$ cat src/rtl/load_store_unit.sv
// Load/store unit: byte/half/word CPU accesses mapped onto a 32-bit word memory, sub-word stores via read-modify-write.
// Latency accept->done: load 2, word store 2, sub-word store 3, error 1 cycle (alignment errors only with LSU_ALIGN_CHECK_EN).
// Backpressure: ready is high only in IDLE; req is ignored while an access is in flight or completing.
module load_store_unit #(
    parameter int ADR_W = 32
) (
    input  logic             clk,
    input  logic             rst,
    input  logic             req,
    input  logic             we,
    input  logic [1:0]       size,
    input  logic             sgn,
    input  logic [ADR_W-1:0] addr,
    input  logic [31:0]      wdata,
    output logic             ready,
    output logic             done,
    output logic             err,
    output logic [31:0]      rdata,
    output logic [ADR_W-1:0] adr,
    output logic             mrd,
    output logic             mwr,
    output logic [31:0]      d_in,
    input  logic [31:0]      d_out
);

    typedef enum logic [1:0] {IDLE, RD, WR, DONE} state_t;

    state_t             state_q, state_d;
    logic               we_q, word_q, half_q, sgn_q, err_q;
    logic [1:0]         lane_q;
    logic [ADR_W-3:0]   base_q;
    logic [31:0]        wdata_q, cap_q, rdata_q;
    logic               bad;
    logic [7:0]         byte_sel;
    logic [15:0]        half_sel;
    logic [31:0]        load_val, merged;

`ifdef LSU_ALIGN_CHECK_EN
    assign bad = (size == 2'b11) ||
                 (size == 2'b01 && addr[0]) ||
                 (size == 2'b10 && addr[1:0] != 2'b00);
`else
    assign bad = 1'b0;
`endif

    always_comb begin
        state_d = state_q;
        case (state_q)
            IDLE: if (req) begin
                if (bad)                state_d = DONE;
                else if (we && size[1]) state_d = WR;
                else                    state_d = RD;
            end
            RD:      state_d = we_q ? WR : DONE;
            WR:      state_d = DONE;
            DONE:    state_d = IDLE;
            default: state_d = IDLE;
        endcase
    end

    always_comb begin
        byte_sel = d_out[7:0];
        case (lane_q)
            2'd1:    byte_sel = d_out[15:8];
            2'd2:    byte_sel = d_out[23:16];
            2'd3:    byte_sel = d_out[31:24];
            default: byte_sel = d_out[7:0];
        endcase
        half_sel = lane_q[1] ? d_out[31:16] : d_out[15:0];
        if (word_q)
            load_val = d_out;
        else if (half_q)
            load_val = {{16{sgn_q & half_sel[15]}}, half_sel};
        else
            load_val = {{24{sgn_q & byte_sel[7]}}, byte_sel};
    end

    // Read-modify-write: replace only the addressed lane(s) of the captured word.
    always_comb begin
        merged = cap_q;
        if (half_q) begin
            if (lane_q[1]) merged[31:16] = wdata_q[15:0];
            else           merged[15:0]  = wdata_q[15:0];
        end else begin
            case (lane_q)
                2'd1:    merged[15:8]  = wdata_q[7:0];
                2'd2:    merged[23:16] = wdata_q[7:0];
                2'd3:    merged[31:24] = wdata_q[7:0];
                default: merged[7:0]   = wdata_q[7:0];
            endcase
        end
    end

    always_ff @(posedge clk or negedge rst) begin
        if (!rst) begin
            state_q <= IDLE;
            we_q    <= 1'b0;
            word_q  <= 1'b0;
            half_q  <= 1'b0;
            sgn_q   <= 1'b0;
            err_q   <= 1'b0;
            lane_q  <= 2'b00;
            base_q  <= '0;
            wdata_q <= '0;
            cap_q   <= '0;
            rdata_q <= '0;
        end else begin
            state_q <= state_d;
            if (state_q == IDLE && req) begin
                we_q    <= we;
                word_q  <= size[1];
                half_q  <= (size == 2'b01);
                sgn_q   <= sgn;
                err_q   <= bad;
                lane_q  <= addr[1:0];
                base_q  <= addr[ADR_W-1:2];
                wdata_q <= wdata;
            end
            if (state_q == RD) begin
                if (we_q) cap_q   <= d_out;
                else      rdata_q <= load_val;
            end
        end
    end

    // Strobes come straight from state so an async reset kills them immediately.
    assign ready = (state_q == IDLE);
    assign done  = (state_q == DONE);
    assign err   = (state_q == DONE) & err_q;
    assign mrd   = (state_q == RD);
    assign mwr   = (state_q == WR);
    assign adr   = {base_q, 2'b00};
    assign d_in  = (state_q == WR) ? (word_q ? wdata_q : merged) : 32'h0;
    assign rdata = rdata_q;

endmodule

$ cat config.mk
export PLATFORM = sky130hd
export DESIGN_NAME = load_store_unit
export DESIGN_NICKNAME = d
export VERILOG_FILES = /design/src/rtl/load_store_unit.sv
export SDC_FILE = /design/constraint.sdc
export NUM_CORES = 1
export LEC_CHECK = 0
export CORE_MARGIN = 8
export CORE_UTILIZATION = 33
export CTS_BUF_LIST = sky130_fd_sc_hd__clkbuf_8
export DETAILED_ROUTE_END_ITERATION = 12
export GPL_TIMING_DRIVEN = 1
export MAX_ROUTING_LAYER = met4
export PLACE_DENSITY = 0.66
export SLEW_MARGIN = 10
export SYNTH_ARGS = -nofsm -noshare
export SYNTH_HDL_FRONTEND = slang
export SYNTH_SLANG_ARGS = --single-unit
$ cat constraint.sdc
create_clock -name clk -period 2.4 [get_ports clk]
set_input_delay 0.24 -clock clk [delete_from_list [all_inputs] [get_ports clk]]
set_output_delay 0.24 -clock clk [all_outputs]
set_load 0.01 [all_outputs]
==> qor.csv <==
stage,metric,value,unit
detailed_routing,wl_per_cell,20.47,um
power,p_seq_share,32.5,%
synthesis,yosysSeqAreaShare,52.31,%
power,power.density,1426,nW/um^2
synthesis,synth_edf_count,0,
power,p_int,8.198,mW
synthesis,ys_async_sr_fraction,100.0,%
setup_path,crit_path_cell_trace,nand2b_1 > nand2_1 > buf_4 > nand2_1 > a311oi_2 > clkdlybuf4s15_1,
detailed_routing,wirelength,22090,um
detailed_routing,drc,0,
timing,finalSetupViolations,0,
job,maxCapViolations,0,
floorplanning,fp.dieH,155.4,um
timing,worst_clock_skew,0.01497,ns
detailed_routing,dr.pass1.iters,5,
clocking,numCtsBuffers,17,
timing,layout_min_cycle_time,2.309,ns
power,p_clk_share,14.8,%
run_status,status,"finished, final reports clean",
worst_hold_path,hp-class,in2async,
floorplanning,initial_core_util,33.26,%
timing,timing.final.crit_share,96.22,%
setup_path,startpoint_type,flop,
clocking,clk_pin_slew,0.08,ns
final_layout,fill_cells,1825,
synthesis,synthCells,582,
power,power_frac_comb,52.7,%
global_route,grt_pass1_wl,33460,um
setup_path,path_max_fanout,5,
floorplanning,dieArea,24140,sq um
clocking,cts-htree-levels,4,
timing,relSlewSlack,66.21,%
synthesis,yosysTopAreaCell,dfrtp_1,
placement,gp_congestion,0.8471,
synthesis,synth_top_area_share,52.31,%
power,ir_worst_vdd,0.0006029,V
setup_path,critPathKind,reg2out,
timing,worstMarginPinSlew,0.5068,ns
clocking,cts_buffer_depth,2,
synthesis,synth_area_leaders,"dfrtp_1, mux2_2, a21oi_1",
synthesis,netlist-cell-type-count,36,
setup_path,slowest_delay,0.43,ns
final_layout,final_layout_size_suffix_gt1_share,28.54,%
clocking,clkSinkCount,134,
global_route,grt_pass1_vias,5830,
setup_path,path_buf_inv,2,
floorplanning,ioPinCount,204,
floorplanning,rows,51,
timing,fmax,433.0,MHz
clocking,tritoncts,done,
setup_path,critPathArrivalTime,2.07,ns
final_layout,layout.nets,907,
clocking,clock_latency,0.46,ns
timing,hold_viol_final,0,
setup_path,crit_path_end_kind,output port,
clocking,clockRootBuffer,clkbuf_8,
synthesis,syn_area,6410,sq um
global_route,track_usage,18.94,%
floorplanning,coreArea,19270,sq um
detailed_routing,vias,5429,
global_route,grt_max_degree,70,
power,p_leak,3.894,nW
synthesis,yosys_warnings,0,
placement,port_buffers,200,
synthesis,yosys_most_used_dff,dfrtp_1,
detailed_routing,final_antenna_net_count,0,
synthesis,syn_area_per_cell,11.01,sq um
power,p_switching,5.215,mW
placement,dp_hpwl,16260,um
power,sw_frac_of_total,38.88,%
final_layout,syn_to_final_growth,46.79,%
global_route,antenna_found_initial,1,
timing,tns,0,ns
global_route,grt.overflow.total,0,
setup_path,cpMostUsedCell,nand2_1,
setup_path,crit_family,buffers and inverters,
setup_path,slowest_stage,dfrtp_1,
setup_path,critPathRequiredTime,2.16,ns
detailed_routing,vias_per_cell,5.032,
detailed_routing,drt_iter0_drc,379,
floorplanning,die_w,155.4,um
synthesis,ys_ff_latch,134,
timing,drv_slew,0,
timing,whs,0.2873,ns
[logic make-up (layout without fill, tap and decap cells)]
group,after synthesis,count (layout),synth area share (%)
simple gates,141,141,9.448
compound gates,138,138,14.15
flops,134,134,52.31
mux,110,110,19.36
buf+inv,54,283,3.884
fa+ha+maj,4,4,0.7808
other cells,1,4,0.05850
[worst paths after layout]
path / start / end / slack, ns / depth (start not counted)
worst max-delay path: half_q / d_in[23] / 0.09 / 6
worst min-delay path: rst / rdata[2] / 0.29 / 2
worst max register to register: lane_q[1] / rdata[30] / 0.27 / 7
worst min register to register: base_q[12] / base_q[12] / 0.51 / 1
max in group asynchronous: rst / wdata_q[11] / 1.31 / 3
min in group clk: size[0] / half_q / 0.37 / 3
[what timing repair did]
item                                    4_1_cts  5_1_grt
pin swaps                                     1        5
cloned                                        0        0
endpoints found under the setup margin       32       24
endpoints found under the hold margin        45        0
hold buffers                                  1        0
setup buffers                                 4        6
gates resized for setup                      51       35
[metrics by stage]
step           setup slack, ns  cells  util, %  total power, mW  cell area, sq um
2_1_floorplan           0.6514    584        -            7.915              6417
3_3_place_gp            0.1078   1035    45.86            11.17              8837
3_5_place_dp           0.09019   1035    45.86            11.25              8837
4_1_cts               0.001308   1072    48.49            13.36              9345
5_1_grt               -0.03396   1079    48.82            14.27              9409
6_report               0.09060   1079    48.82            13.41              9409
[synthesized netlist by cell type (2+ instances only)]
master and number:
a21oi_1 47, a21oi_2 10, a221oi_1 8, a22o_1 8
a311oi_1 8, a31o_2 7, buf_1 8, buf_2 15
buf_4 3, buf_6 2, clkbuf_1 18, dfrtp_1 134
ha_1 4, inv_1 6, mux2_2 108, nand2_1 53
nand2b_1 4, nand3_1 31, nor2_1 41, nor2b_1 2
nor3_1 2, o21ai_0 28, o22a_1 8, o22ai_1 8
or3_1 8
[layer usage]
metal / up-vias / share of wire [%] / GRT usage [%]
met2: 230 / 47 / 29.46
met5: - / 0 / -
met4: 0 / 1.9 / 5.730
met1: 2653 / 41 / 21.97
met3: 29 / 10 / 7.989
li1: 2517 / - / -
[power by group through the flow]
stage	clock network, mW	registers [mW]	logic, mW
2_1_floorplan	0	4.26	3.65
3_3_place_gp	0	4.35	6.82
3_5_place_dp	0	4.38	6.87
4_1_cts	2.04	4.35	6.97
5_1_grt	2.14	4.50	7.63
6_report	1.98	4.36	7.07
[state kept, by name (all words and copies together) (netlist names)]
signal   cells
sgn_q        1
cap_q       32
we_q         1
lane_q       2
state_q      2
half_q       1
wdata_q     32
rdata       32
base_q      30
word_q       1
[worst register-to-register path, cell delays in order (launching register included)]
cell and delay, ns:
dfrtp_2 0.43, buf_4 0.15, buf_4 0.27, mux2_2 0.42, nor2_1 0.11, o41a_1 0.23, buf_4 0.30, a21oi_1 0.10
[cells in the final DEF (no fill, tap or decap), drive strengths merged]
cell,n
a22o,8
mux2,109
nand2b,4
dlygate4sd2,13
clkbuf,26
o22a,8
a21oi,57
clkdlybuf4s15,10
a311oi,8
clkdlybuf4s50,167
conb,3
ha,4
inv,7
nand3,31
a32oi,1
dlygate4sd3,1
a31o,7
o311a,1
dlygate4sd1,1
or3,8
o221ai,1
clkinvlp,5
nor2,41
o22ai,8
nor2b,2
diode,1
o21ai,30
mux2i,1
nand2,53
buf,44
nor3,2
clkinv,6
a221oi,8
dfrtp,134
bufinv,3
o41a,1
[layout make-up]
type / count / area [sq um] / area share (%)
antenna: 1 / 2.502 / 0.02660
clock buffer: 18 / 247.7 / 2.633
clock inverter: 14 / 161.4 / 1.715
inverter: 7 / 33.78 / 0.3590
multi-input combinational: 396 / 2927 / 31.10
sequential: 134 / 3357 / 35.68
tap: 265 / 331.6 / 3.524
timing repair buffer: 244 / 2349 / 24.96
No activity file was read; power rests on OpenSTA's default activity.
